==> src/rtl/rsp_ldgen32.sv <==
// Register-file load strobe generator: 2-deep request FIFO feeding a LOAD/HOLD sequencer.
// Latency: accept edge N -> LOAD cycle after edge N+1; req_ready drops when both FIFO entries are occupied.
module rsp_ldgen32 #(
  parameter int unsigned HOLD = 1
) (
  input  logic        clk,
  input  logic        reset_l,
  input  logic        req_valid,
  output logic        req_ready,
  input  logic [4:0]  req_addr,
  input  logic        req_all,
  input  logic [31:0] req_data,
  output logic [31:0] ld_bar,
  output logic [31:0] wr_data,
  output logic        busy
);

  typedef struct packed {
    logic [4:0]  addr;
    logic        all;
    logic [31:0] data;
  } req_t;

  localparam logic [1:0] ST_IDLE = 2'd0;
  localparam logic [1:0] ST_LOAD = 2'd1;
  localparam logic [1:0] ST_HOLD = 2'd2;

  localparam bit         HAS_HOLD  = (HOLD != 0);
  localparam logic [1:0] HOLD_LAST = (HOLD == 0) ? 2'd0 : 2'(HOLD - 1);

  req_t       fifo_mem [2];
  logic       wr_ptr;
  logic       rd_ptr;
  logic [1:0] count;
  logic [1:0] state;
  logic [1:0] hold_cnt;
  logic       push;
  logic       pop;
  req_t       head;

  // Ready looks only at the registered count, so a full FIFO never takes a push even when popping.
  assign req_ready = (count != 2'd2);
  assign push      = req_valid & req_ready;
  assign pop       = (state == ST_IDLE) && (count != 2'd0);
  assign head      = fifo_mem[rd_ptr];
  assign busy      = (count != 2'd0) || (state != ST_IDLE);

  always_ff @(posedge clk or negedge reset_l) begin
    if (!reset_l) begin
      wr_ptr      <= 1'b0;
      rd_ptr      <= 1'b0;
      count       <= 2'd0;
      fifo_mem[0] <= '0;
      fifo_mem[1] <= '0;
    end else begin
      if (push) begin
        fifo_mem[wr_ptr] <= {req_addr, req_all, req_data};
        wr_ptr           <= ~wr_ptr;
      end
      if (pop) begin
        rd_ptr <= ~rd_ptr;
      end
      case ({push, pop})
        2'b10:   count <= count + 2'd1;
        2'b01:   count <= count - 2'd1;
        default: count <= count;
      endcase
    end
  end

  // Strobes and data are registered so the downstream clock-OR latch enables stay glitch-free.
  always_ff @(posedge clk or negedge reset_l) begin
    if (!reset_l) begin
      state    <= ST_IDLE;
      hold_cnt <= 2'd0;
      ld_bar   <= '1;
      wr_data  <= '0;
    end else begin
      case (state)
        ST_IDLE: begin
          if (pop) begin
            state   <= ST_LOAD;
            ld_bar  <= head.all ? 32'h0000_0000 : ~(32'd1 << head.addr);
            wr_data <= head.data;
          end
        end
        ST_LOAD: begin
          ld_bar <= '1;
          if (HAS_HOLD) begin
            state    <= ST_HOLD;
            hold_cnt <= HOLD_LAST;
          end else begin
            state <= ST_IDLE;
          end
        end
        ST_HOLD: begin
          if (hold_cnt == 2'd0) begin
            state <= ST_IDLE;
          end else begin
            hold_cnt <= hold_cnt - 2'd1;
          end
        end
        default: begin
          state  <= ST_IDLE;
          ld_bar <= '1;
        end
      endcase
    end
  end

endmodule

==> config.mk <==
export PLATFORM = sky130hd
export DESIGN_NAME = rsp_ldgen32
export DESIGN_NICKNAME = d
export VERILOG_FILES = /design/src/rtl/rsp_ldgen32.sv
export SDC_FILE = /design/constraint.sdc
export NUM_CORES = 1
export LEC_CHECK = 0
export ABC_AREA = 0
export ABC_CLOCK_PERIOD_IN_PS = 4900
export BUFFER_PORTS_ARGS = -buffer_cell sky130_fd_sc_hd__buf_2
export CAP_MARGIN = 0
export CORE_AREA = 4 4 109 111
export DETAILED_ROUTE_END_ITERATION = 12
export DIE_AREA = 0 0 113 115
export PLACE_DENSITY = 0.83
export SLEW_MARGIN = 15
export SYNTH_ARGS = -nofsm -noshare
export SYNTH_HDL_FRONTEND = slang
export SYNTH_SLANG_ARGS = --single-unit
==> constraint.sdc <==
create_clock -name clk -period 4.9 [get_ports clk]
set_input_delay 1.225 -clock clk [delete_from_list [all_inputs] [get_ports clk]]
set_output_delay 1.225 -clock clk [all_outputs]
set_load 0.02 [all_outputs]
==> metrics.md, run 1 <==
| Metric | Value |
|---|---|
| Outcome | finished clean |
| R2r setup slk | around 2.4 ns |
| Vias per inst | 5.90 |
| Maximum capacitance violations | 0 |
| Worst reg2reg path depth | 3 |
| Clock transition at path regs | 0.06 ns |
| DRC viols | 0 |
| Sequential cell area fraction in the yosys report | 0.582 |
| Worst-case vdd ir drop | about 0.42 mV |
| Num rows | 38 |
| Setup tns final | 0 ns |
| Leak Pwr | approximately 3.2 nW |
| Initial antenna violation count | 0 |
| Syn Inst Count | 453 |
| Syn_area_per_cell | 14.2 um^2 |
| Setup crit start kind | register |
| Post-synth cell types | 31 |
| Cts hold-fix bufs | 0 |
| Slew Viols, Final | 0 |
| Total global routing overflow | 0 |
| Total number of vias | 4149 |
| PostCTS Resize Cnt | 0 |
| Final ANT Viol Nets | 0 |
| Nets | 595 |
| Ranking of synthesized cells by area | dfrtp_1 (45%), mux2_2 (25%), dfstp_2 (13%) |
| H-tree depth | 4 |
| Clock Sinks | roughly 150 |
| CTS buffer count | 17 |
| Worst-Skew Late Latency | roughly 0.52 ns |
| DIE WIDTH | ~110 um |
| First-pass GRT wire length | between 20000 and 25000 um |
| HP Class | register to register |
| Worst Hold Depth | 1 |
| CP required | 3.67 ns |
| Area of the mapped netlist | 0.00643 mm^2 |
| Area of the core | 0.0108 mm^2 |
| Multi-input logic area | 0.00249 mm^2 |
| WL/cell | roughly 19 um |
| Placer Congestion | 0.819 |
| Clock Path Buffers | 2 |
| Power share of the sequential group | 0.380 |
| Final count of negative-setup-slack endpoints | 0 |
| First drt pass iteration count | 5 |
| CP endpoint kind | output pin |
| Crit Path Category | register to output pin |
| FF+latch count, synth | 148 |
| Arr. time, crit path | between 1.5 and 2 ns |
| Die H | 115 um |
| Psw | 0.00225 W |
| Gr usage total | 0.215 |
| Die area | 0.0130 mm^2 |
| Hold slack | 0.502 ns |
| Syn Nets | 496 |
| Clock skew | 0.00641 ns |
| Fmax | 344 MHz |
| Vias in the first global route | 4454 |
| Switching fraction of total power | 0.363 |
| CTS tree | built |
| DP Worst Slack | 2.01 ns |
| Core Util, Final | 0.703 |
| Post-CTS Setup Repair Bufs | 0 |
| Period minus WS final | 2.91 ns |
| Clk pwr share | 0.206 |
| Largest net degree at the start of global routing | 118 |
| Slew headroom | 0.248 |
| Top cell type's share of synthesized area | 0.452 |
| Pwr/cell area | 817 mW/mm^2 |
| Diodes inserted | 0 |
| CTS Root Cell | clkbuf_8 |
| Warnings, synthesis | 0 |
| IO buf count | 106 |
| Largest area contributor in the netlist | dfrtp_1 |
| Share of layout cells above drive strength 1 | 0.568 |
| Sequential Area | 0.00374 mm^2 |
| Half-perimeter wire length after placement | 8870 um |
| Area Growth Syn to Fin | 18.1% |
| Tightest Pin Transition | ~1.1 ns |
| Fin crit share | 0.593 |
| Initial Util | 0.596 |
| Internal Power | 0.00395 W |
| CP max FO | 4 |
| Fin. Hold Viols | 0 |
| Final WS setup | between 1.5 and 2 ns |
| Initial DRC count | 222 |
| Final wirelength | about 13000 um |
| RSZ-0062 raised after global routing | false |
| Gate power share | 0.414 |
| Tot Pwr | 0.00620 W |
| # IOs | 107 |
| Filler cells | 726 |
-- cells in the final DEF, fill, tap and decap left out, types with 2 or more instances in the layout --
master / instances
nand2_1: 9
bufinv_16: 3
clkbuf_16: 16
mux2_2: 140
xor2_1: 2
clkbuf_8: 4
mux2i_1: 4
dfrtp_1: 115
nand2b_1: 9
nor2_1: 6
or2_2: 2
a311oi_1: 32
clkinvlp_4: 2
o32ai_1: 7
buf_2: 105
inv_1: 5
nor3_1: 33
dfstp_2: 32
clkinv_2: 2
o22ai_1: 6
buf_4: 5
xnor2_1: 3
ha_1: 2
clkinv_1: 2
o21ai_0: 3
-- worst max-delay path: stages, from the launching register on --
cell     delay, ns
dfrtp_1       0.45
nor2_1        0.42
nand2_1       0.12
buf_2         0.19
-- cell type report --
class / count / share of cell area
sequential: 148 / 0.493
multi-input combinational: 269 / 0.328
timing repair buffer: 111 / 0.0757
clock buffer: 20 / 0.0600
tap: 140 / 0.0231
clock inverter: 10 / 0.0173
inverter: 5 / 0.00247
-- through the flow --
stage / cells / area, um^2
floorplan: 453 / 6430
global placement: 673 / 7000
detailed placement: 673 / 7000
CTS: 703 / 7590
global route: 703 / 7590
finish: 703 / 7590
-- logic make-up (layout without fill, tap and decap cells) --
kind of cell	count (synthesis)	in the layout	share of synthesized area
adder cells (fa/ha/maj)	2	2	0.00389
flip-flops	148	148	0.582
AND/OR/NAND/NOR	66	66	0.0549
buffers and inverters	36	146	0.0335
AO/OA/AOI/OAI	51	51	0.0652
multiplexers	145	145	0.253
XOR/XNOR	5	5	0.00681
-- metal layers --
layer	share of wire	routed length (um)	GRT usage
met1	0.40	5420	0.264
met2	0.53	7090	0.378
met3	0.052	698	0.0500
met4	0.016	211	0.0729
met5	0	0	0
-- flip-flops by register name, summed over array words and instances, names as in the netlist --
register,cells
count,2
fifo_mem,76
hold_cnt,2
ld_bar,32
rd_ptr,1
state,2
wr_data,32
wr_ptr,1
-- cells in the mapped netlist --
library cell	n
inv_1	5
o32ai_1	7
buf_6	6
nor4_2	1
a311oi_1	32
nand2b_1	9
or2_2	2
mux2i_1	4
ha_1	2
dfstp_2	32
nor2_1	6
mux2_1	1
o31ai_1	1
nor3_2	1
xnor2_1	3
xor2_1	2
or4_1	1
mux2_2	140
o21ai_0	3
buf_4	3
o21a_1	1
clkbuf_1	3
o21ba_2	1
o22ai_1	6
nor3_1	33
dfrtp_1	116
nand2_1	9
and3b_1	1
nand3_1	2
buf_2	19
nand2b_4	1
-- path summary, 6_finish.rpt --
path,startpoint,endpoint
hold / removal,wr_data[11]$_DFFE_PN0P_,wr_data[11]$_DFFE_PN0P_
hold reg to reg,wr_data[11]$_DFFE_PN0P_,wr_data[11]$_DFFE_PN0P_
max in group asynchronous,reset_l,ld_bar[1]$_DFFE_PN1P_
setup / recovery,count[1]$_DFFE_PN0P_,busy
setup reg to reg,rd_ptr$_DFFE_PN0P_,ld_bar[4]$_DFFE_PN1P_
min in group asynchronous,reset_l,hold_cnt[0]$_DFFE_PN0P_
-- power by group through the flow --
stage	Sequential [W]	Clock, W	Combinational, W
after floorplan	0.00249	0	0.00178
after global placement	0.00231	0	0.00247
after detailed placement	0.00237	0	0.00257
after CTS	0.00236	0.00130	0.00259
after global routing	0.00244	0.00136	0.00278
final	0.00236	0.00128	0.00257
Power figures use the tool's default switching activity.
==> inputs of run 2 (changes only) <==
--- a/config.mk
+++ b/config.mk
@@ -6,13 +6,13 @@
 export NUM_CORES = 1
 export LEC_CHECK = 0
 export ABC_AREA = 0
-export ABC_CLOCK_PERIOD_IN_PS = 4900
+export ABC_CLOCK_PERIOD_IN_PS = 2500
 export BUFFER_PORTS_ARGS = -buffer_cell sky130_fd_sc_hd__buf_2
 export CAP_MARGIN = 0
-export CORE_AREA = 4 4 109 111
+export CORE_AREA = 4 4 118 120
 export DETAILED_ROUTE_END_ITERATION = 12
-export DIE_AREA = 0 0 113 115
-export PLACE_DENSITY = 0.83
+export DIE_AREA = 0 0 122 124
+export PLACE_DENSITY = 0.75
 export SLEW_MARGIN = 15
 export SYNTH_ARGS = -nofsm -noshare
 export SYNTH_HDL_FRONTEND = slang
==> constraint.sdc (replaced) <==
create_clock -name clk -period 2.5 [get_ports clk]
set_input_delay 0.625 -clock clk [delete_from_list [all_inputs] [get_ports clk]]
set_output_delay 0.625 -clock clk [all_outputs]
set_load 0.02 [all_outputs]
==> run 2 against run 1 <==
Net effect:
- global-route usage shrank 2.1 points
- clock-buffer cell count is 1 lower
- worst setup slack worse by 1.8 ns
- via count is 0.63% lower
- critical path depth stayed put
- hold slack worse by 0.31 ns
- register-to-register slack got worse by 1.7 ns
- cell count rose by 6.8%
- sequential share of layout area shrank 0.98 points
- sequential cell count stayed put
- combinational power increased by 100%
- first-iteration DRC count up 25%
- critical endpoint unchanged
- highest routed layer is now met5
==> metrics.md, run 2 (synthesis results as in run 1) <==
| Metric | Value |
|---|---|
| Maximum capacitance violations | 0 |
| Die H | ~120 um |
| Placer Congestion | 0.817 |
| Critical Path, Cell by Cell | nor2_1 -> nand2_1 -> buf_2 |
| Vias per inst | 5.49 |
| Final count of negative-setup-slack endpoints | 0 |
| Largest Register | fifo_mem |
| Regs by FF count | fifo_mem x76, ld_bar x32, wr_data x32 |
| Total global routing overflow | 0 |
| FF-to-FF Start | rd_ptr$_DFFE_PN0P_ |
| Diodes inserted | 0 |
| R2r setup slk | about 0.67 ns |
| CP endpoint kind | output pin |
| Gr usage total | 0.194 |
| Commonest cells after routing, fill and taps aside | mux2_2 (140), dfrtp_1 (115), buf_2 (105) |
| Cts hold-fix bufs | 0 |
| Filler cells | 1038 |
| Num rows | 42 |
| Multi-input logic area | 0.00249 mm^2 |
| CP required | 1.88 ns |
| Leak Pwr | 3.26 nW |
| First-pass GRT wire length | 22500 um |
| DRC viols | 0 |
| CP bufs+invs | 1 |
| Initial antenna violation count | 2 |
| CTS buffer count | 17 |
| CP peak stage delay | 0.44 ns |
| Nets | 605 |
| Worst-Skew Late Latency | 0.42 ns |
| Reg2reg end | ld_bar[12]$_DFFE_PN1P_ |
| Most common cell after layout, fill and taps aside | mux2_2 |
| DIE WIDTH | 122 um |
| Fmax | approximately 440 MHz |
| Total number of vias | between 4000 and 5000 |
| # IOs | 107 |
| CTS tree | built |
| Placed inst area | 0.00714 mm^2 |
| Initial DRC count | 277 |
| Flip-flop count of the largest register after layout | 76 |
| Hold slack | approximately 0.19 ns |
| Pwr/cell area | 1580 mW/mm^2 |
| Clock skew | between 0.006 and 0.007 ns |
| Arr. time, crit path | about 1.6 ns |
| HP Class | primary input to asynchronous set/reset pin |
| CTS Root Cell | clkbuf_16 |
| WL/cell | between 15 and 20 um |
| Crit Path Category | register to output pin |
| Slew Viols, Final | 0 |
| PostCTS Resize Cnt | 0 |
| Post-CTS Setup Repair Bufs | 0 |
| Final wirelength | 13600 um |
| First drt pass iteration count | 5 |
| Clock transition at path regs | 0.06 ns |
| Die area | 0.0151 mm^2 |
| Largest net degree at the start of global routing | 65 |
| Share of layout cells above drive strength 1 | 0.579 |
| Final ANT Viol Nets | 0 |
| Half-perimeter wire length after placement | 9480 um |
| H-tree depth | 4 |
| Area Growth Syn to Fin | 20.5% |
| Tot Pwr | 0.0123 W |
| Vias in the first global route | 4377 |
| Fin. Hold Viols | 0 |
| Area of the core | 0.0130 mm^2 |
| CP top delay family | simple AND/OR/NAND/NOR gates |
| Clock Sinks | 148 |
| CP max FO | 4 |
| Clock Path Buffers | 2 |
| Worst reg2reg path depth | 3 |
| RSZ-0062 raised after global routing | false |
| Finished Cell Area | 0.00774 mm^2 |
| Sequential Area | 0.00374 mm^2 |
| IO buf count | 106 |
| CP max stage cell | dfrtp_1 |
| Outcome | finished clean |
| Core Util, Final | 0.597 |
| Period minus WS final | 2.26 ns |
| Fin crit share | 0.905 |
| Setup tns final | 0 ns |
| Slew headroom | 0.457 |
| Worst-case vdd ir drop | around 0.87 mV |
| Initial Util | 0.495 |
| Tightest Pin Transition | 0.812 ns |
| Setup crit start kind | register |
==> run 2: worst max path at each step <==
| stage | start | end | slack, ns | cells past startpoint |
|---|---|---|---|---|
| global route | count[1]$_DFFE_PN0P_ | busy | 0.12 | 3 |
| finish | count[1]$_DFFE_PN0P_ | busy | 0.24 | 3 |
| detailed placement | count[1]$_DFFE_PN0P_ | busy | 0.68 | 3 |
| floorplan | count[1]$_DFFE_PN0P_ | count[1]$_DFFE_PN0P_ | 0.78 | 7 |
| CTS | count[1]$_DFFE_PN0P_ | busy | 0.21 | 3 |
| global placement | count[1]$_DFFE_PN0P_ | busy | 0.72 | 3 |
==> run 2: cell type report <==
class | instances | share of cell area
Multi-Input combinational cell | 269 | 0.322
Clock buffer | 19 | 0.0585
Sequential cell | 148 | 0.484
Inverter | 5 | 0.00242
Timing Repair Buffer | 121 | 0.0855
Clock inverter | 13 | 0.0200
Tap cell | 176 | 0.0284
==> run 2: metal layers <==
metal,up-vias,global-route usage,wire (um)
li1,1909,-,-
met1,2081,0.243,5770
met2,111,0.319,6770
met3,18,0.0590,887
met4,4,0.0735,191
met5,-,0,25
==> run 2: report_power, final <==
| part | total, W | internal (W) | switching, W |
|---|---|---|---|
| clock network | 0.00258 | 0.00161 | 0.000969 |
| logic | 0.00515 | 0.00246 | 0.00270 |
| registers | 0.00453 | 0.00375 | 0.000778 |
| total | 0.0123 | 0.00782 | 0.00445 |
==> run 2: metrics by stage <==
step           cells  worst slack [ns]
3_5_place_dp     719             0.679
2_1_floorplan    453             0.781
3_3_place_gp     719             0.720
6_report         751             0.239
4_1_cts          751             0.209
5_1_grt          751             0.116
